### config.mk
export PLATFORM = sky130hd
export DESIGN_NAME = serial_sum_rx_flat
export DESIGN_NICKNAME = d
export VERILOG_FILES = /design/src/rtl/serial_sum_rx_if.sv /design/src/rtl/serial_sum_rx.sv /design/src/flat_wrapper.sv
export SDC_FILE = /design/constraint.sdc
export NUM_CORES = 1
export LEC_CHECK = 0
export BUFFER_PORTS_ARGS = -buffer_cell sky130_fd_sc_hd__buf_2
export CAP_MARGIN = 5
export CORE_MARGIN = 5
export CORE_UTILIZATION = 55
export CTS_BUF_LIST = sky130_fd_sc_hd__clkbuf_8
export CTS_CLUSTER_DIAMETER = 120
export DETAILED_ROUTE_END_ITERATION = 16
export HOLD_SLACK_MARGIN = 0.1
export PLACE_DENSITY = 0.79
export SYNTH_ARGS = -nofsm -noshare
export SYNTH_HDL_FRONTEND = slang
export SYNTH_SLANG_ARGS = --single-unit
### constraint.sdc
create_clock -name clk -period 1.6 [get_ports clk]
set_input_delay 0 -clock clk [delete_from_list [all_inputs] [get_ports clk]]
set_output_delay 0 -clock clk [all_outputs]
set_load 0.01 [all_outputs]
### src/rtl/serial_sum_rx_if.sv
// ---------------------------------------------------------------------------
// serial_sum_rx_if
//
// Pin-level bundle for the serial operand receiver.
//   sclk_in   : serial clock from the pin, asynchronous to clk
//   cs_n_in   : frame select from the pin, active low, asynchronous
//   mosi_in   : serial data from the pin, MSB first, asynchronous
//   sum_out   : registered A+B, modulo 2^WIDTH
//   carry_out : carry out of A+B
//   valid_out : one-cycle pulse when sum_out/carry_out update
//   busy_out  : high while a frame is in progress
//   err_out   : sticky frame-abort flag
//
// Modports:
//   master : the pin driver side (drives the serial pins, observes results)
//   slave  : the receiver side (serial_sum_rx)
// ---------------------------------------------------------------------------
interface serial_sum_rx_if #(
    parameter int WIDTH = 8
);
    logic             sclk_in;
    logic             cs_n_in;
    logic             mosi_in;
    logic [WIDTH-1:0] sum_out;
    logic             carry_out;
    logic             valid_out;
    logic             busy_out;
    logic             err_out;

    modport master (
        output sclk_in,
        output cs_n_in,
        output mosi_in,
        input  sum_out,
        input  carry_out,
        input  valid_out,
        input  busy_out,
        input  err_out
    );

    modport slave (
        input  sclk_in,
        input  cs_n_in,
        input  mosi_in,
        output sum_out,
        output carry_out,
        output valid_out,
        output busy_out,
        output err_out
    );
endinterface

### src/rtl/serial_sum_rx.sv
// ---------------------------------------------------------------------------
// serial_sum_rx
//
// Receives two WIDTH-bit operands over an SPI-mode-0 style pin interface
// (sclk, cs_n, mosi; MSB first) that is asynchronous to clk, adds them and
// presents the registered sum and carry with a one-cycle valid pulse.
//
// Ports:
//   clk  : design clock, all logic on the rising edge
//   rst  : synchronous, active-high reset
//   pins : serial_sum_rx_if.slave bundle
//          inputs  sclk_in, cs_n_in, mosi_in
//          outputs sum_out, carry_out, valid_out, busy_out, err_out
//
// Frame: cs_n low, 2*WIDTH bits (operand A then operand B), cs_n high.
// Bits beyond 2*WIDTH are ignored. cs_n rising before the frame is complete
// aborts it and sets the sticky err_out, which clears when the next frame
// starts.
// ---------------------------------------------------------------------------
module serial_sum_rx #(
    parameter int WIDTH       = 8,
    parameter int SYNC_STAGES = 2
) (
    input  logic                clk,
    input  logic                rst,
    serial_sum_rx_if.slave      pins
);

    localparam int CNT_W = $clog2(WIDTH + 1);

    typedef enum logic [1:0] {
        ST_IDLE    = 2'd0,
        ST_SHIFT_A = 2'd1,
        ST_SHIFT_B = 2'd2,
        ST_DONE    = 2'd3
    } state_t;

    // -----------------------------------------------------------------------
    // Pin synchronizers. sclk and cs_n reset to their idle level (1) and mosi
    // to 0 so that releasing reset never looks like an edge or a frame start.
    // -----------------------------------------------------------------------
    logic [SYNC_STAGES-1:0] sclk_sync_q;
    logic [SYNC_STAGES-1:0] cs_n_sync_q;
    logic [SYNC_STAGES-1:0] mosi_sync_q;
    logic                   sclk_d_q;

    logic sclk_s;
    logic cs_n_s;
    logic mosi_s;
    logic rise;

    always_ff @(posedge clk) begin
        if (rst) begin
            sclk_sync_q <= '1;
            cs_n_sync_q <= '1;
            mosi_sync_q <= '0;
            sclk_d_q    <= 1'b1;
        end else begin
            sclk_sync_q <= {sclk_sync_q[SYNC_STAGES-2:0], pins.sclk_in};
            cs_n_sync_q <= {cs_n_sync_q[SYNC_STAGES-2:0], pins.cs_n_in};
            mosi_sync_q <= {mosi_sync_q[SYNC_STAGES-2:0], pins.mosi_in};
            sclk_d_q    <= sclk_sync_q[SYNC_STAGES-1];
        end
    end

    assign sclk_s = sclk_sync_q[SYNC_STAGES-1];
    assign cs_n_s = cs_n_sync_q[SYNC_STAGES-1];
    assign mosi_s = mosi_sync_q[SYNC_STAGES-1];
    assign rise   = sclk_s & ~sclk_d_q;

    // -----------------------------------------------------------------------
    // Datapath / FSM registers
    // -----------------------------------------------------------------------
    state_t           state_q,  state_d;
    logic [CNT_W-1:0] cnt_q,    cnt_d;
    logic [WIDTH-1:0] shift_q,  shift_d;
    logic [WIDTH-1:0] a_q,      a_d;
    logic [WIDTH-1:0] sum_q,    sum_d;
    logic             carry_q,  carry_d;
    logic             valid_q,  valid_d;
    logic             busy_q,   busy_d;
    logic             err_q,    err_d;

    // Shift register contents including the bit arriving this cycle, and the
    // full-width add of operand A with that word.
    logic [WIDTH-1:0] word_next;
    logic             last_bit;
    logic [WIDTH:0]   add_full;

    assign word_next = {shift_q[WIDTH-2:0], mosi_s};
    assign last_bit  = (cnt_q == CNT_W'(WIDTH - 1));
    assign add_full  = {1'b0, a_q} + {1'b0, word_next};

    always_ff @(posedge clk) begin
        if (rst) begin
            state_q <= ST_IDLE;
            cnt_q   <= '0;
            shift_q <= '0;
            a_q     <= '0;
            sum_q   <= '0;
            carry_q <= 1'b0;
            valid_q <= 1'b0;
            busy_q  <= 1'b0;
            err_q   <= 1'b0;
        end else begin
            state_q <= state_d;
            cnt_q   <= cnt_d;
            shift_q <= shift_d;
            a_q     <= a_d;
            sum_q   <= sum_d;
            carry_q <= carry_d;
            valid_q <= valid_d;
            busy_q  <= busy_d;
            err_q   <= err_d;
        end
    end

    always_comb begin
        state_d = state_q;
        cnt_d   = cnt_q;
        shift_d = shift_q;
        a_d     = a_q;
        sum_d   = sum_q;
        carry_d = carry_q;
        valid_d = 1'b0;
        err_d   = err_q;

        unique case (state_q)
            ST_IDLE: begin
                // Rises while idle are ignored; only a cs_n fall starts a frame.
                if (!cs_n_s) begin
                    state_d = ST_SHIFT_A;
                    cnt_d   = '0;
                    shift_d = '0;
                    err_d   = 1'b0;
                end
            end

            ST_SHIFT_A: begin
                // cs_n is checked first so a coincident rise is discarded.
                if (cs_n_s) begin
                    state_d = ST_IDLE;
                    err_d   = 1'b1;
                end else if (rise) begin
                    if (last_bit) begin
                        a_d     = word_next;
                        cnt_d   = '0;
                        shift_d = '0;
                        state_d = ST_SHIFT_B;
                    end else begin
                        shift_d = word_next;
                        cnt_d   = cnt_q + 1'b1;
                    end
                end
            end

            ST_SHIFT_B: begin
                if (cs_n_s) begin
                    state_d = ST_IDLE;
                    err_d   = 1'b1;
                end else if (rise) begin
                    if (last_bit) begin
                        sum_d   = add_full[WIDTH-1:0];
                        carry_d = add_full[WIDTH];
                        valid_d = 1'b1;
                        cnt_d   = '0;
                        shift_d = word_next;
                        state_d = ST_DONE;
                    end else begin
                        shift_d = word_next;
                        cnt_d   = cnt_q + 1'b1;
                    end
                end
            end

            ST_DONE: begin
                // Surplus bits are dropped until the frame closes.
                if (cs_n_s) begin
                    state_d = ST_IDLE;
                end
            end

            default: begin
                state_d = ST_IDLE;
            end
        endcase

        busy_d = (state_d != ST_IDLE);
    end

    assign pins.sum_out   = sum_q;
    assign pins.carry_out = carry_q;
    assign pins.valid_out = valid_q;
    assign pins.busy_out  = busy_q;
    assign pins.err_out   = err_q;

endmodule

### src/flat_wrapper.sv
// flat-port wrapper written by rule: the top's interface ports become plain ports
module serial_sum_rx_flat 
#(
    parameter int WIDTH       = 8,
    parameter int SYNC_STAGES = 2
)
  (clk, rst, pins_sclk_in, pins_cs_n_in, pins_mosi_in, pins_sum_out, pins_carry_out, pins_valid_out, pins_busy_out, pins_err_out);
  serial_sum_rx_if #(.WIDTH(WIDTH)) pins_i ();
  input  logic clk;
  input  logic rst;
  input wire logic [$bits(pins_i.sclk_in)-1:0] pins_sclk_in;
  input wire logic [$bits(pins_i.cs_n_in)-1:0] pins_cs_n_in;
  input wire logic [$bits(pins_i.mosi_in)-1:0] pins_mosi_in;
  output wire logic [$bits(pins_i.sum_out)-1:0] pins_sum_out;
  output wire logic [$bits(pins_i.carry_out)-1:0] pins_carry_out;
  output wire logic [$bits(pins_i.valid_out)-1:0] pins_valid_out;
  output wire logic [$bits(pins_i.busy_out)-1:0] pins_busy_out;
  output wire logic [$bits(pins_i.err_out)-1:0] pins_err_out;
  assign pins_i.sclk_in = pins_sclk_in;
  assign pins_i.cs_n_in = pins_cs_n_in;
  assign pins_i.mosi_in = pins_mosi_in;
  assign pins_sum_out = pins_i.sum_out;
  assign pins_carry_out = pins_i.carry_out;
  assign pins_valid_out = pins_i.valid_out;
  assign pins_busy_out = pins_i.busy_out;
  assign pins_err_out = pins_i.err_out;
  serial_sum_rx #(.WIDTH(WIDTH), .SYNC_STAGES(SYNC_STAGES)) u_core (.clk(clk), .rst(rst), .pins(pins_i));
endmodule
==> flow_metrics.env <==
export IMPL_first_global_vias=1638
export IMPL_violations="setup timing"
export IMPL_drive_gt1_frac=0.435
export IMPL_cpPeakStageDelay_ps=560
export IMPL_synthFlopType="dfxtp_1"
export IMPL_worstReg2RegEnd="u_core.pins.sum_out[5]$_SDFFE_PP0P_"
export IMPL_crit_arrival_ps=2010
export IMPL_die_h_um=68.5
export IMPL_overflow=0
export IMPL_worst_slack_ps=-159
export IMPL_num_fill_cells=198
export IMPL_crit_required_ps=1850
export IMPL_wl_um=5610
export IMPL_die_area_um2=4690
export IMPL_path_cells="ha_4, and3b_2, nand4b_4, or4_1, nand3_1"
export IMPL_syn_nets=221
export IMPL_start_util=0.564
export IMPL_cts_root_buf="clkbuf_8"
export IMPL_tritoncts="built"
export IMPL_rsz0062_at_grt="yes"
export IMPL_p_leak_uw=0.00125
export IMPL_netlist_instances=202
export IMPL_fin_crit_ps=1760
export IMPL_die_w_um=68.5
export IMPL_area_growth_pct=45.0
export IMPL_cp_endpoint="u_core.pins.sum_out[5]$_SDFFE_PP0P_"
export IMPL_htreeDepth=2
export IMPL_seq_area_frac_synth=0.426
export IMPL_vias_per_cell=5.72
export IMPL_seqPwrFrac=0.552
export IMPL_crit_slowest_cell="or4_1"
export IMPL_track_usage=0.216
export IMPL_synth_cell_types=41
export IMPL_yosys_warnings=0
export IMPL_final_net_count=289
export IMPL_hold_viol_final=0
export IMPL_grt_max_degree=18
export IMPL_synth_edff_count=0
export IMPL_power_uw=1840
export IMPL_r2r_cells=5
export IMPL_cts_sinks=40
export IMPL_drtPass1Iterations=5
export IMPL_critPathLaunch="u_core.cnt_q[1]$_SDFFE_PP0P_"
export IMPL_r2r_slack_ps=-160
export IMPL_core_area_um2=3340
export IMPL_grt_antenna_before_repair=0
export IMPL_crit_path_start_kind="flop"
export IMPL_numCtsBuffers=5
export IMPL_report_final_slew_viol_count=0
export IMPL_pin_count=17
export IMPL_route_vias_total=1812
export IMPL_rows=21
export IMPL_p_comb_frac=0.064
export IMPL_hold_class="primary input to flop"
export IMPL_cp_depth=5
export IMPL_clock_skew_final_ps=10.8
export IMPL_insertion_delay_ps=310
export IMPL_path_clk_slew_ps=90
export IMPL_grt_pass1_wl_um=7460
export IMPL_wl_per_cell_um=17.7
export IMPL_switchingPower_uw=467
export IMPL_place_congestion=0.863
export IMPL_max_vdd_ir_drop_uv=669
export IMPL_setup_viol=17
export IMPL_critPathBufInv=0
export IMPL_critPathKind="flop to flop"
export IMPL_pre_cts_ws_ps=-157
export IMPL_netSwitchingFraction=0.255
export IMPL_power_density_nw_per_um2=673
export IMPL_syn_area_um2=1880
export IMPL_synth_async_reset_ratio=0
export IMPL_yosys_register_bits=40
export IMPL_drv_cap=0
export IMPL_worst_pin_slew_ps=478
export IMPL_post_dp_hpwl_um=3040
export IMPL_insertedDiodeCount=0
export IMPL_r2r_start="u_core.cnt_q[1]$_SDFFE_PP0P_"
export IMPL_clockBufferDepth=2
export IMPL_fin_crit_sh=1.10
export IMPL_port_buffers=16
export IMPL_fmaxAchievable_mhz=569
export IMPL_cp_top_family="simple AND/OR/NAND/NOR gates"
export IMPL_ant_nets=0
export IMPL_p_int_uw=1370
export IMPL_p_clk_frac=0.384
export IMPL_syn_avg_cell_area_um2=9.32
export IMPL_cp_end_kind="flop"
export IMPL_slew_headroom=0.681
export IMPL_critPathMaxFanout=8
export IMPL_drt_iter0_drc=164
export IMPL_drc=0
export IMPL_status="complete, but fails checks"
==> through the flow <==
stage          hold slack (ps)   util  setup TNS, ps  instances  area (µm²)
4_1_cts                    399  0.751           -369        307        2510
3_5_place_dp               189  0.682          -1380        290        2270
3_3_place_gp               182  0.682           -637        290        2270
6_report                   417  0.818          -1070        317        2730
5_1_grt                    431  0.818          -2190        317        2730
2_1_floorplan              104      -          -32.6        202        1910
==> kinds of logic after synthesis <==
| group | count (synthesis) | synth area share |
|---|---|---|
| DFF | 40 | 0.426 |
| adders and majority gates | 14 | 0.0971 |
| AOI/OAI and AO/OA | 50 | 0.173 |
| muxes | 7 | 0.0372 |
| xor gates and xnor gates | 2 | 0.00931 |
| and+or+nand+nor | 76 | 0.229 |
| buffers and inverters | 13 | 0.0286 |
==> synth_stat cells (3+ instances only) <==
master | count | area [µm²]
o21ai_0 | 11 | 55.1
inv_1 | 7 | 26.3
nor2_1 | 28 | 105
a22o_1 | 7 | 61.3
a21oi_1 | 14 | 70.1
nand2_1 | 10 | 37.5
or2_2 | 8 | 50.1
nor2b_1 | 5 | 31.3
nand3_1 | 3 | 15.0
clkbuf_1 | 4 | 15.0
a211oi_1 | 6 | 45.0
ha_1 | 13 | 163
mux2i_1 | 7 | 70.1
nor3_1 | 4 | 20.0
dfxtp_1 | 40 | 801
and2_1 | 3 | 18.8
==> how the worst min path moves through the flow <==
stage | start | end | cells after the start
floorplan | pins_cs_n_in | u_core.cs_n_sync_q[0]$_SDFF_PP1_ | 1
global placement | pins_sclk_in | u_core.sclk_sync_q[0]$_SDFF_PP1_ | 2
detailed placement | pins_cs_n_in | u_core.cs_n_sync_q[0]$_SDFF_PP1_ | 2
CTS | pins_cs_n_in | u_core.cs_n_sync_q[0]$_SDFF_PP1_ | 3
global route | u_core.cs_n_sync_q[0]$_SDFF_PP1_ | u_core.cs_n_sync_q[1]$_SDFF_PP1_ | 1
finish | pins_sclk_in | u_core.sclk_sync_q[0]$_SDFF_PP1_ | 3
==> state kept, by name, summed over array words and instances (netlist names) <==
register               flops
u_core.a_q                 8
u_core.pins.sum_out        8
u_core.shift_q             7
u_core.cnt_q               4
u_core.cs_n_sync_q         2
u_core.mosi_sync_q         2
u_core.sclk_sync_q         2
u_core.state_q             2
u_core.pins.busy_out       1
u_core.pins.carry_out      1
u_core.pins.err_out        1
u_core.pins.valid_out      1
u_core.sclk_d_q            1
==> layout make-up <==
class | instances | area, µm² | area share
Multi-Input combinational cell | 149 | 1220 | 0.447
Sequential cell | 40 | 812 | 0.298
Timing Repair Buffer | 67 | 519 | 0.190
Clock buffer | 5 | 68.8 | 0.0252
Tap cell | 46 | 57.6 | 0.0211
Inverter | 7 | 28.8 | 0.0105
Clock inverter | 3 | 23.8 | 0.00871
==> tightest hold or removal path, stage by stage <==
cell and delay, ps:
dlygate4sd3_1 520, buf_2 100, or2_2 90
==> routing by layer <==
metal  vias up  track usage  part of all wire
met5         -            0                 0
met4         0       0.0968             0.026
met3        17       0.0681             0.066
met2        72        0.359              0.52
met1       864        0.253              0.39
li1        859            -                 -
==> layout by cell type (no fill, tap or decap), types with 3 or more instances in the layout <==
cell	synthesis	final
buf_2	1	17
buf_4	1	39
clkbuf_8	0	5
nand2_1	10	9
ha_1	13	7
dlygate4sd3_1	0	4
dfxtp_2	0	6
a21oi_1	14	12
nor2b_1	5	4
inv_2	0	3
a22o_1	7	7
a211oi_1	6	5
ha_4	0	6
mux2i_1	7	7
or2_2	8	6
dfxtp_1	40	33
o21ai_0	11	6
o21ai_1	0	5
nor2_1	28	25
buf_6	0	5
inv_1	7	3
==> power groups by stage <==
stage	sequential (µW)	combinational, µW	clock [µW]
finish	1010	118	704
global route	1010	126	756
CTS	1010	96.5	704
detailed placement	1040	79.5	0
global placement	1040	77.9	0
floorplan	1040	50.5	0
==> timing repair <==
action                     in CTS  in global routing
setup buffers                   5                 11
gates resized for setup        23                 30
hold buffers                    4                  0
pin swaps                      12                 15
hold endpoints to repair        9                  0
setup endpoints to repair      24                 19
cloned                          0                  2
Note: power is estimated with default switching activity, not from simulation.
